### src/rtl/load_store_unit.sv
// Load/store unit: accepts one pipeline memory request at a time, pre-checks alignment and
// mode, strobes memory, waits READ_LATENCY cycles for loads and holds the response until taken.
module load_store_unit #(
  parameter int unsigned READ_LATENCY = 0
) (
  input  logic        i_Clock,
  input  logic        i_Reset_n,
  input  logic        i_ReqValid,
  output logic        o_ReqReady,
  input  logic        i_ReqWrite,
  input  logic [31:0] i_ReqAddress,
  input  logic [31:0] i_ReqData,
  input  logic [2:0]  i_ReqMode,
  output logic        o_RespValid,
  input  logic        i_RespReady,
  output logic [31:0] o_RespData,
  output logic        o_RespMisaligned,
  output logic        o_RespBadMode,
  output logic        o_MemWriteEnable,
  output logic        o_MemReadEnable,
  output logic [31:0] o_MemAddress,
  output logic [31:0] o_MemDataOut,
  output logic [2:0]  o_MemMode,
  input  logic [31:0] i_MemDataIn,
  input  logic        i_MemMisaligned,
  input  logic        i_MemBadInstruction
);

  typedef enum logic [1:0] {StIdle, StIssue, StWait, StResp} state_e;

  localparam logic [1:0] LatCnt  = 2'(READ_LATENCY);
  localparam bit         HasWait = (READ_LATENCY != 0);

  state_e      state_q, state_d;
  logic [1:0]  cnt_q, cnt_d;
  logic        write_q, write_d;
  logic [31:0] addr_q, addr_d;
  logic [31:0] data_q, data_d;
  logic [2:0]  mode_q, mode_d;
  logic [31:0] resp_data_q, resp_data_d;
  logic        resp_mis_q, resp_mis_d;
  logic        resp_bad_q, resp_bad_d;

  logic pre_mis, pre_bad, capture, mem_err;

  always_comb begin
    pre_mis = ((i_ReqMode[1:0] == 2'b01) && i_ReqAddress[0]) ||
              ((i_ReqMode[1:0] == 2'b10) && (i_ReqAddress[1:0] != 2'b00));
    if (i_ReqWrite) begin
      pre_bad = (i_ReqMode > 3'b010);
    end else begin
      pre_bad = (i_ReqMode == 3'b011) || (i_ReqMode == 3'b110) || (i_ReqMode == 3'b111);
    end
  end

  assign mem_err = i_MemMisaligned || i_MemBadInstruction;

  always_comb begin
    state_d     = state_q;
    cnt_d       = cnt_q;
    write_d     = write_q;
    addr_d      = addr_q;
    data_d      = data_q;
    mode_d      = mode_q;
    resp_data_d = resp_data_q;
    resp_mis_d  = resp_mis_q;
    resp_bad_d  = resp_bad_q;
    capture     = 1'b0;

    unique case (state_q)
      StIdle: begin
        if (i_ReqValid) begin
          write_d = i_ReqWrite;
          addr_d  = i_ReqAddress;
          data_d  = i_ReqData;
          mode_d  = i_ReqMode;
          if (pre_mis || pre_bad) begin
            resp_data_d = 32'h0;
            resp_mis_d  = pre_mis;
            resp_bad_d  = pre_bad;
            state_d     = StResp;
          end else begin
            state_d = StIssue;
          end
        end
      end
      StIssue: begin
        // Stores never wait for read latency.
        if (write_q || !HasWait) begin
          capture = 1'b1;
        end else begin
          cnt_d   = LatCnt;
          state_d = StWait;
        end
      end
      StWait: begin
        if (cnt_q == 2'd1) begin
          capture = 1'b1;
        end else begin
          cnt_d = cnt_q - 2'd1;
        end
      end
      StResp: begin
        if (i_RespReady) begin
          state_d = StIdle;
        end
      end
      default: state_d = StIdle;
    endcase

    if (capture) begin
      cnt_d       = 2'd0;
      resp_mis_d  = i_MemMisaligned;
      resp_bad_d  = i_MemBadInstruction;
      resp_data_d = (write_q || mem_err) ? 32'h0 : i_MemDataIn;
      state_d     = StResp;
    end
  end

  always_ff @(posedge i_Clock or negedge i_Reset_n) begin
    if (!i_Reset_n) begin
      state_q     <= StIdle;
      cnt_q       <= 2'd0;
      write_q     <= 1'b0;
      addr_q      <= 32'h0;
      data_q      <= 32'h0;
      mode_q      <= 3'b000;
      resp_data_q <= 32'h0;
      resp_mis_q  <= 1'b0;
      resp_bad_q  <= 1'b0;
    end else begin
      state_q     <= state_d;
      cnt_q       <= cnt_d;
      write_q     <= write_d;
      addr_q      <= addr_d;
      data_q      <= data_d;
      mode_q      <= mode_d;
      resp_data_q <= resp_data_d;
      resp_mis_q  <= resp_mis_d;
      resp_bad_q  <= resp_bad_d;
    end
  end

  // Strobes decode straight from state so an asynchronous reset drops them immediately.
  assign o_ReqReady       = (state_q == StIdle);
  assign o_RespValid      = (state_q == StResp);
  assign o_MemWriteEnable = (state_q == StIssue) && write_q;
  assign o_MemReadEnable  = ((state_q == StIssue) || (state_q == StWait)) && !write_q;
  assign o_MemAddress     = addr_q;
  assign o_MemDataOut     = data_q;
  assign o_MemMode        = mode_q;
  assign o_RespData       = resp_data_q;
  assign o_RespMisaligned = resp_mis_q;
  assign o_RespBadMode    = resp_bad_q;

endmodule

### config.mk
export PLATFORM = sky130hd
export DESIGN_NAME = load_store_unit
export DESIGN_NICKNAME = d
export VERILOG_FILES = /design/src/rtl/load_store_unit.sv
export SDC_FILE = /design/constraint.sdc
export NUM_CORES = 1
export LEC_CHECK = 0
export CORE_MARGIN = 1
export CORE_UTILIZATION = 40
export DETAILED_ROUTE_END_ITERATION = 8
export GPL_ROUTABILITY_DRIVEN = 0
export PLACE_DENSITY_LB_ADDON = 0.1
export SLEW_MARGIN = 20
export SYNTH_ARGS = -nofsm -noshare
export SYNTH_HDL_FRONTEND = slang
export SYNTH_SLANG_ARGS = --single-unit
### constraint.sdc
create_clock -name i_Clock -period 2.35 [get_ports i_Clock]
set_clock_uncertainty 0.05 [all_clocks]
set_input_delay 0.47 -clock i_Clock [delete_from_list [all_inputs] [get_ports i_Clock]]
set_output_delay 0.47 -clock i_Clock [all_outputs]
set_load 0.01 [all_outputs]
# After elaboration in Yosys (flattened, before gate mapping)
# Cells that the tools add are included.
[totals]
reg_bits = 106
in_bits = 106
output_inout_bits = 105
word_cells = 70
[op_classes]
addsub = 1
n_lt_le_gt_ge = 1
n_eq_ne = 12
mux = 24
n_reduce_logical = 23
[op_table]
columns = ["op", "n"]
rows = [
  ["two-way mux 32 bit", 5],
  ["two-way mux 2 bit", 7],
  ["two-way mux 1 bit", 10],
  ["nonzero test 2 bit", 5],
  ["logical OR 1 bit", 7],
  ["== test 2 x 1 -> 1 bit, second input constant", 3],
  ["== test 2 bit, second input constant", 3],
  ["== test 3 bit, second input constant", 2],
  ["AND reduction 3 bit", 2],
  ["logical AND 1 bit", 4],
  ["case mux 2 bit (2 select lines)", 1],
  ["AND reduction 2 bit", 2],
  ["== test 3 x 2 -> 1 bit, second input constant", 1],
  ["greater-than comparator 3 x 2 -> 1 bit, second input constant", 1],
  ["!= test 3 x 1 -> 1 bit, second input constant", 1],
  ["!= test 3 x 2 -> 1 bit, second input constant", 1],
  ["nonzero test 3 bit", 1],
  ["logical NOT 2 bit", 1],
  ["!= test 2 bit, second input constant", 1],
  ["case mux 1 bit (2 select lines)", 1],
  ["subtractor 2 x 1 -> 2 bit, second input constant", 1],
  ["logical NOT 1 bit", 1],
]

# Longest topological paths before layout
# Gate-level depths: netlist of the first run.
[depth]
ltp_word = 9
ltp_mapped = 8
mapped_depth_nobuf = 6

# Least setup slack after synthesis of the first run
# Ideal clock, no wire load.
[synth_path]
path_kind = "register -> register"
startpoint = "register state_q[0]"
endpoint = "register addr_q[12] (netlist: o_MemAddress[12])"
setup_ps = 125
arrival_time_ps = 1593
required_time_ps = 2175
slack_ps = 582
path_stages_with_launch = 7
path_buffers = 2
synth_period_minus_slack_ps = 1768
cell_sequence = "dfrtp_1 inv_1 ha_1 nand2_1 buf_2 buf_4 mux2_2"
[synth_via]
elab_chain_len = 2
[synth_lines]
columns = ["element", "line", "rtl"]
rows = [
  ["start, declared", "34", "state_e state_q, state_d;"],
  ["start signal, assigned", "122", "state_q <= StIdle;"],
  ["start signal, assigned", "132", "state_q <= state_d;"],
  ["logical NOT 2 bit", "-", ""],
  ["via o_ReqReady", "9", "output logic o_ReqReady,"],
  ["AND reduction 2 bit (no line)", "-", ""],
  ["end signal, assigned", "135", "addr_q <= addr_d;"],
  ["end, declared", "37", "logic [31:0] addr_q, addr_d;"],
]
# The timed path passes the listed nets, and every way through them passes these cells.
# A chain may end at the register's enable or synchronous reset.

# Worst setup path after layout of the first run
[layout_path]
startpoint = "register state_q[1]"
endpoint = "output o_MemWriteEnable"
[layout_via]
elab_chain_len = 2
[layout_lines]
columns = ["element", "line", "rtl"]
rows = [
  ["== test 2 x 1 -> 1 bit", "147", "assign o_MemWriteEnable = (state_q == StIssue) && write_q;"],
  ["logical AND 1 bit", "147", ""],
  ["end, declared", "19", "output logic o_MemWriteEnable,"],
]
# Every way passes these cells.

==> results of run 1 <==
-- through the flow --
stage                     util, %  hold slack [ps]
after floorplan                 -              124
after global placement       63.3              436
after detailed placement     63.4              442
after CTS                    65.1              140
after global routing         65.1              167
final                        65.1             89.6
-- cells by family (layout without fill, tap and decap cells) --
logic type               after synthesis  count (layout)  share of synthesized area (%)
flip-flops                           106             106                           62.3
AND/OR/NAND/NOR                       84              84                           9.20
adder cells (fa/ha/maj)                5               5                           1.47
buffers and inverters                 26             241                           2.82
multiplexers                          71              71                           18.7
AO/OA/AOI/OAI                         43              43                           5.52
-- Yosys cell counts (all sizes together) --
cell / count
nor2b: 1
inv: 6
o22ai: 1
a221oi: 2
nor3: 3
nor2: 4
and2: 2
clkbuf: 8
o211ai: 1
a21oi: 2
ha: 5
a21o: 1
dfrtp: 106
buf: 12
nand3: 34
mux2: 68
mux2i: 3
nor4: 1
nand2b: 1
nand2: 38
o21ai: 36
-- final cells by class --
type	instances	share of cell area, %
flip-flops and latches	106	39.5
inverters	6	0.335
multi-input cells	203	22.3
well taps	136	2.53
clock inverters	3	0.633
repair buffers	221	32.7
clock buffers	11	1.95
-- power by group through the flow --
| stage | Sequential, mW | Clock [mW] | Combinational (mW) |
|---|---|---|---|
| 4_1_cts | 3.19 | 1.09 | 4.27 |
| 2_1_floorplan | 3.60 | 0 | 1.47 |
| 5_1_grt | 3.30 | 1.14 | 4.54 |
| 6_report | 3.18 | 1.04 | 4.21 |
| 3_5_place_dp | 3.23 | 0 | 4.26 |
| 3_3_place_gp | 3.17 | 0 | 4.18 |
-- routing by layer --
metal	track usage [%]	part of all wire (%)	up-vias
met4	7.24	1.2	0
li1	-	-	1572
met3	7.49	11	11
met2	30.9	47	147
met1	24.7	41	1602
met5	0	0	-
-- final timing paths --
kind,from,to,slack (ps),cells after the start
max,state_q[1],o_MemWriteEnable,90,4
min,i_Reset_n,o_RespData[5],90,2
max reg2reg,state_q[0],o_MemAddress[20],300,5
min reg2reg,o_MemAddress[9],o_MemAddress[9],460,1
max in group asynchronous,i_Reset_n,o_MemDataOut[30],1690,2
min in group i_Clock,o_MemAddress[9],o_MemAddress[9],460,1
-- repair_timing --
action | 4_1_cts | 5_1_grt
hold buffers | 0 | 0
setup endpoints to repair | 1 | 0
gates resized for setup | 2 | 0
-- critical path, stage by stage, from the launching register on --
cell             delay [ps]
dfrtp_1                 410
inv_1                   110
ha_1                    190
and2_1                  140
clkdlybuf4s50_1         530
-- state kept, by name, indices dropped and copies added (netlist names) --
register / flops
o_MemAddress: 32
o_MemDataOut: 32
o_RespData: 32
o_MemMode: 3
cnt_q: 2
state_q: 2
o_RespBadMode: 1
o_RespMisaligned: 1
write_q: 1
==> results by group, run 1 <==
Outcome
  • Status: finished clean

GRT
  • Largest net degree at the start of global routing: 107
  • Total grt overflow: 0
  • Initial antenna violation count: 0
  • GRT Util Overall: roughly 20%
  • Global-route wire length before repair: ~17000 µm
  • Vias in the first global route: around 3400

Detailed routing
  • Drt wl/cell: ~15 µm
  • Total number of vias: between 3000 and 4000
  • First-pass detailed-route iteration total: 4
  • DRC violation count after routing: 0
  • Via/cell ratio: 4.86
  • Detail Route Antenna Nets: 0
  • Final wirelength: 10400 µm
  • Number of DRC markers in iteration 0: 107

Layout
  • Layout area overhead: 57.8%
  • Register area: ~0.0027 mm²
  • Fillers: a little over 800
  • Area taken by multi-input logic gates: between 0.0015 and 0.002 mm²
  • Final instance area: 0.00672 mm²
  • N_diodes: 0
  • Share of cells above drive strength 1: between 10% and 20%
  • Commonest cells after routing, fill and taps aside: 208 x clkdlybuf4s50_1, 106 x dfrtp_1, 68 x mux2_2
  • Finished Layout Cells: approximately 690
  • Leading cell type in the layout, fill and taps excluded: clkdlybuf4s50_1
  • Layout Nets: roughly 660

Timing
  • Unrepaired setup endpoints after global routing: no
  • Tmin final: approximately 2300 ps
  • Final setup vio count: 0
  • PnR worst setup slack: around 92 ps
  • Final hold vios: 0
  • Highest clock rate: 443 MHz
  • Worst slew pin tran: ~850 ps
  • Max-slew violations: 0
  • Fin Setup TNS: 0 ps
  • Slew headroom: a little over two fifths
  • Period utilization: 96.1%

Place
  • DP Wirelength: around 7500 µm
  • I/O Buffers: between 200 and 250
  • Place WS: -13.7 ps
  • # placed instances: between 600 and 700
  • Placed inst area: 0.00655 mm²

Power and ir drop
  • Max VDD drop: about 0.00062 V
  • P_leak: approximately 2.8 nW
  • Power share of the clock group: 12.4%
  • Comb pwr share: roughly half
  • Seq pwr share: a little under two fifths
  • Int Pwr: 5.67 mW
  • Power per cell area: 1250 mW/mm²
  • Overall power: roughly 8.4 mW
  • Sw frac: between 30% and 40%
  • Sw power: around 2.8 mW

Yosys
  • Top cell type's share of synthesized area: between 60% and 70%
  • Gate Count Post-Synth: between 300 and 400
  • Register bit count reported by yosys: roughly 110
  • Syn avg cell area: 12.7 µm²
  • Top post-synthesis cells by area: dfrtp_1 62%, mux2_2 18%, nand3_1 4.0%
  • Cell Area, Synth: around 0.0043 mm²
  • Warnings, synthesis: 0
  • Yosys cell types: 25
  • Sequential element share of the synthesized area: 62.3%
  • Mapped Nets: approximately 450
  • Synth area leader: dfrtp_1

Worst setup path
  • Startpoint types: flip-flop
  • Crit path required time: between 1500 and 2000 ps
  • CP Max Fanout: 3
  • Worst setup EP type: output port
  • WS Path Type: reg2out
  • Worst path arrival time: roughly 1700 ps

Clock tree
  • H-tree levels: 3
  • Num CTS Buffers: 9
  • Postcts setup bufs: 0
  • CTS tree: done
  • Worst skew pair latency: 350 ps
  • Clock-pin slew on the worst setup and hold paths: 90 ps
  • CTS root buffer: clkbuf_8
  • Clock sinks: approximately 110
  • Max Buffers Root-to-Sink: 2

Hold path
  • HP Class: in2async

Floorplan
  • Row Count: 37
  • Initial Util: roughly two fifths
  • Die area: 0.0111 mm²
  • Core box area: around 0.010 mm²
  • IO Count: approximately 210
  • Die W: approximately 110 µm
  • Die Ht: around 110 µm

Job
  • Max cap viols: 0
No activity file was read; power rests on OpenSTA's default activity.
==> run 2, diff against run 1 <==
GPL_TIMING_DRIVEN = 0   (was default)
==> results by group, run 2 (synthesis gave the netlist of run 1 again) <==
GRT
  • Total grt overflow: 0 (unchanged)
  • GRT Util Overall: 20.6% (+0.90 points)
  • Largest net degree at the start of global routing: 59 (-45%)
  • Global-route wire length before repair: 17700 µm (+4.7%)
  • Initial antenna violation count: 0 (unchanged)
  • Vias in the first global route: 3564 (+5.2%)

Clock tree
  • CTS tree: done
  • Clock-pin slew on the worst setup and hold paths: 90 ps (about the same)
  • Clock sinks: 106 (unchanged)
  • Worst skew pair latency: 360 ps (about the same)
  • Max Buffers Root-to-Sink: 2 (unchanged)
  • CTS root buffer: clkbuf_8
  • Num CTS Buffers: 9 (unchanged)
  • H-tree levels: 3 (unchanged)
  • Hold_buf cts: 0 (unchanged)

Layout
  • Share of cells above drive strength 1: 18.3% (+0.48 points)
  • Commonest cells after routing, fill and taps aside: 208 x clkdlybuf4s50_1, 106 x dfrtp_1, 68 x mux2_2
  • Final instance area: 0.00679 mm² (+1.1%)
  • Layout Nets: 669 (+1.7%)
  • N_diodes: 0 (unchanged)
  • Leading cell type in the layout, fill and taps excluded: clkdlybuf4s50_1
  • Layout area overhead: 59.6%

Place
  • I/O Buffers: 210 (unchanged)
  • Placed inst area: 0.00656 mm² (+0.21%)
  • DP Wirelength: 8120 µm (+8.1%)

Worst setup path
  • Crit path required time: 1830 ps (about the same)
  • CP Max Fanout: 3 (unchanged)
  • Worst path slowest cell: clkdlybuf4s50_1
  • Max incr delay on CP: 530 ps (about the same)
  • WS Path Type: reg2out
  • Startpoint types: flip-flop
  • Critical Path, Cell by Cell: inv_1, ha_1, and2_1, clkdlybuf4s50_1
  • Worst path arrival time: 1710 ps (-30 ps)
  • Worst setup EP type: output port

Detailed routing
  • Total number of vias: 3344 (+0.36%)
  • Via/cell ratio: 4.78 (-1.5%)
  • Drt wl/cell: 15.3 µm (+1.2%)
  • First-pass detailed-route iteration total: 4 (unchanged)
  • Number of DRC markers in iteration 0: 132 (+23%)
  • Detail Route Antenna Nets: 0 (unchanged)
  • DRC violation count after routing: 0 (unchanged)
  • Final wirelength: 10700 µm (+3.1%)

Timing
  • Unrepaired setup endpoints after global routing: no
  • Fin Hold WS: 7.31 ps (-82.3 ps)
  • Worst slew pin tran: 553 ps (-296 ps)
  • Final setup vio count: 0 (unchanged)
  • Max-slew violations: 0 (unchanged)
  • Highest clock rate: 448 MHz (+1.1%)
  • Slew headroom: 63.2% (+20 points)
  • Period utilization: 95.1% (-1.0 points)
  • Tmin final: 2230 ps (-23.7 ps)
  • Final hold vios: 0 (unchanged)

Outcome
  • Status: finished clean

Floorplan
  • Die W: 105 µm (unchanged)
  • Die area: 0.0111 mm² (unchanged)
  • IO Count: 211 (unchanged)
  • Die Ht: 105 µm (unchanged)
  • Initial Util: 41.2% (unchanged)
  • Row Count: 37 (unchanged)
  • Core box area: 0.0103 mm² (unchanged)

Power and ir drop
  • Max VDD drop: 0.000647 V (+4.3%)
  • P_leak: 2.86 nW (+1.1%)
  • Power per cell area: 1280 mW/mm² (+2.1%)
  • Overall power: 8.71 mW (+3.2%)

Job
  • Max cap viols: 0 (unchanged)

Hold path
  • HP Class: in2async
-- run 2: path summary, 6_finish.rpt --
| kind | from | end | slack [ps] | depth (start not counted) |
|---|---|---|---|---|
| max | state_q[1] | o_MemWriteEnable | 120 | 4 |
| max in group asynchronous | i_Reset_n | o_RespData[26] | 1620 | 2 |
| max reg2reg | state_q[0] | o_MemAddress[28] | 410 | 6 |
| min | i_Reset_n | o_RespData[5] | 7 | 1 |
| min in group i_Clock | o_MemDataOut[28] | o_MemDataOut[28] | 460 | 1 |
| min reg2reg | o_MemDataOut[28] | o_MemDataOut[28] | 460 | 1 |
-- run 2: per-stage QoR --
| stage | setup TNS [ps] | setup slack, ps | utilization (%) | instances |
|---|---|---|---|---|
| floorplan | 0 | 582 | - | 335 |
| global placement | -353760 | -3340 | 63.3 | 681 |
| detailed placement | 0 | 117 | 63.5 | 682 |
| CTS | 0 | 61.6 | 65.8 | 699 |
| global route | 0 | 14.8 | 65.8 | 699 |
| finish | 0 | 116 | 65.8 | 699 |
-- run 2: cell type report --
class	count	area (µm²)
Buffer	20	97.6
Fill cell	806	3530
Multi-Input combinational cell	203	1490
Timing Repair Buffer	212	2140
Inverter	6	22.5
Clock inverter	6	88.8
Tap cell	136	170
Clock buffer	10	138
Sequential cell	106	2650
-- run 2: where the power goes --
group / internal (mW) / leakage, nW / total, mW / switching [mW]
registers: 2.72 / 1.32 / 3.18 / 0.453
clock network: 0.631 / 0.109 / 1.25 / 0.623
logic: 2.49 / 1.43 / 4.28 / 1.78
-- run 2: metal layers --
layer	global-route usage [%]	vias to the layer above	wire length (µm)
li1	-	1601	-
met1	25.4	1595	4530
met2	33.4	137	5030
met3	6.86	11	978
met4	7.85	0	155
met5	0	-	0
-- run 2: worst max-delay path, delay by kind of cell, from the launching register on --
kind                       cells  cell delay, ps
adders and majority gates      1             200
buffers and inverters          2             630
DFF                            1             390
and+or+nand+nor                1             130
-- run 2: timing repair --
action | CTS | global route
endpoints found under the hold margin | 0 | 0
resized for setup | 2 | 0
setup endpoints to repair | 1 | 0
buffers inserted | 1 | 0
==> run 3, diff against run 2 <==
CORE_MARGIN = 3   (was 1)
==> results by group, run 3 (synthesis gave the netlist of run 1 again) <==
Outcome
  • Status: finished clean

GRT
  • Initial antenna violation count: 0 (unchanged)
  • Largest net degree at the start of global routing: 79 (+34%)
  • Total grt overflow: 0 (unchanged)
  • Vias in the first global route: 3448 (-3.3%)
  • GRT Util Overall: 18.7% (-1.9 points)
  • Global-route wire length before repair: 17200 µm (-3.0%)

Worst setup path
  • Register-to-register setup slack: 390 ps (-20 ps)
  • RR Endpoint: o_MemAddress[13]
  • Crit path required time: 1830 ps (about the same)
  • Critical Path, Cell by Cell: inv_2, ha_1, and2_1, clkdlybuf4s50_1
  • Worst path arrival time: 1720 ps (about the same)
  • WS Path Type: reg2out
  • Startpoint types: flip-flop
  • R2r startpoint: state_q[0]
  • Worst setup EP type: output port
  • Worst r2r path cells: 6 (unchanged)
  • Worst path slowest cell: clkdlybuf4s50_1
  • Max incr delay on CP: 530 ps (about the same)
  • CP top delay family: buffers and inverters
  • CP Max Fanout: 3 (unchanged)
  • Buf/Inv on CP: 2 (unchanged)

Place
  • I/O Buffers: 210 (unchanged)
  • DP Wirelength: 8460 µm (+4.1%)
  • Place WS: 99.9 ps (-17.5 ps)
  • # placed instances: 682 (unchanged)

Clock tree
  • Clock-pin slew on the worst setup and hold paths: 100 ps (about the same)
  • H-tree levels: 3 (unchanged)
  • Clock sinks: 106 (unchanged)
  • CTS root buffer: clkbuf_8
  • CTS tree: done
  • Max Buffers Root-to-Sink: 2 (unchanged)
  • Num CTS Buffers: 9 (unchanged)
  • Worst skew pair latency: 360 ps (about the same)

Floorplan
  • Initial Util: 41.2% (unchanged)
  • Die Ht: 109 µm (+3.8%)
  • Row Count: 37 (unchanged)
  • Core box area: 0.0103 mm² (unchanged)
  • Die W: 109 µm (+3.8%)
  • Die area: 0.0119 mm² (+7.8%)
  • IO Count: 211 (unchanged)

Timing
  • Slew headroom: 64.4% (+1.3 points)
  • Worst slew pin tran: 530 ps (-23.0 ps)
  • PnR worst setup slack: 106 ps (-10.2 ps)
  • Highest clock rate: 446 MHz (-0.45%)
  • Period utilization: 95.5% (+0.43 points)
  • Max-slew violations: 0 (unchanged)
  • Fin Hold WS: 461 ps (+454 ps)
  • Tmin final: 2240 ps (+10.2 ps)
  • Final hold vios: 0 (unchanged)
  • Final setup vio count: 0 (unchanged)
  • Unrepaired setup endpoints after global routing: no

Hold path
  • Hold path endpoint: o_MemAddress[30]
  • Worst Hold Path Cells: 1
  • HP Class: reg2reg
  • Worst hold start: o_MemAddress[30]

Detailed routing
  • First-pass detailed-route iteration total: 4 (unchanged)
  • Via/cell ratio: 4.87 (+1.9%)
  • Drt wl/cell: 15.9 µm (+4.0%)
  • Total number of vias: 3416 (+2.2%)
  • Number of DRC markers in iteration 0: 131 (-0.76%)
  • Final wirelength: 11100 µm (+4.3%)
  • Detail Route Antenna Nets: 0 (unchanged)
  • DRC violation count after routing: 0 (unchanged)

Layout
  • Share of cells above drive strength 1: 18.6% (+0.29 points)
  • Commonest cells after routing, fill and taps aside: 208 x clkdlybuf4s50_1, 106 x dfrtp_1, 68 x mux2_2
  • Finished Layout Cells: 701 (+0.29%)
  • Leading cell type in the layout, fill and taps excluded: clkdlybuf4s50_1
  • Layout Nets: 671 (+0.30%)
  • Post-layout utilization of the core: 66.1% (+0.24 points)
  • N_diodes: 0 (unchanged)
  • Layout area overhead: 60.2%

Power and ir drop
  • Max VDD drop: 0.000663 V (+2.5%)
  • P_leak: 2.87 nW (+0.51%)
  • Power per cell area: 1280 mW/mm² (+0.20%)
  • Overall power: 8.76 mW (+0.57%)

Job
  • Max cap viols: 0 (unchanged)
[run 3: cell types whose count changed in the layout (fill, tap and decap cells not counted), sizes merged]
cell / delta
clkinv: +2
clkinvlp: -2
buf: +1
clkbuf: -1
dlygate4sd3: +1
inv: +1
[run 3: worst reg2reg max path: cells and delay by family, from the launching register on]
kind	cells	cell delay (ps)
adders and majority gates	1	180
buffers and inverters	3	630
DFF	1	380
muxes	1	360
and+or+nand+nor	1	240
[run 3: stage by stage]
stage / cell area, µm² / TNS [ps]
finish: 6820 / 0
global route: 6820 / 0
CTS: 6800 / 0
detailed placement: 6560 / 0
global placement: 6530 / -347490
floorplan: 4260 / 0
[run 3: area by class of cell]
cell class                 instances  area, µm²
buffer                            20       97.6
timing repair buffer             214       2150
tap                              136        170
clock inverter                     7        100
multi-input combinational        203       1500
fill                             801       3500
sequential                       106       2650
clock buffer                       9        124
inverter                           6       22.5
[run 3: what timing repair did]
action | in CTS | in global routing
endpoints found under the hold margin | 28 | 0
setup endpoints to repair | 1 | 1
gates cloned | 0 | 0
resized for setup | 3 | 1
hold buffers | 1 | 0
setup buffers | 0 | 2
[run 3: per-layer routing]
metal / wire length, µm / track usage, % / vias to the layer above
met5: 0 / 0 / -
li1: - / - / 1602
met4: 151 / 6.95 / 0
met3: 1240 / 7.46 / 14
met2: 5190 / 29.1 / 144
met1: 4560 / 23.5 / 1656
[run 3: how the worst max path moves through the flow]
| stage | cells past startpoint | end | slack, ps | startpoint |
|---|---|---|---|---|
| after detailed placement | 5 | o_MemAddress[13] | 100 | i_ReqValid |
| after global placement | 1 | o_MemDataOut[21] | -3280 | i_Reset_n |
| after global routing | 4 | o_MemWriteEnable | 20 | state_q[1] |
| after floorplan | 6 | o_MemAddress[12] | 580 | state_q[0] |
| after CTS | 4 | o_MemWriteEnable | 3 | state_q[1] |
| final | 4 | o_MemWriteEnable | 110 | state_q[1] |
[run 3: where the power goes]
group	total, mW	switching [mW]	internal, mW	leakage, nW
clock	1.25	0.636	0.610	0.114
combinational	4.33	1.81	2.53	1.44
sequential	3.18	0.453	2.72	1.32
total	8.76	2.90	5.86	2.87
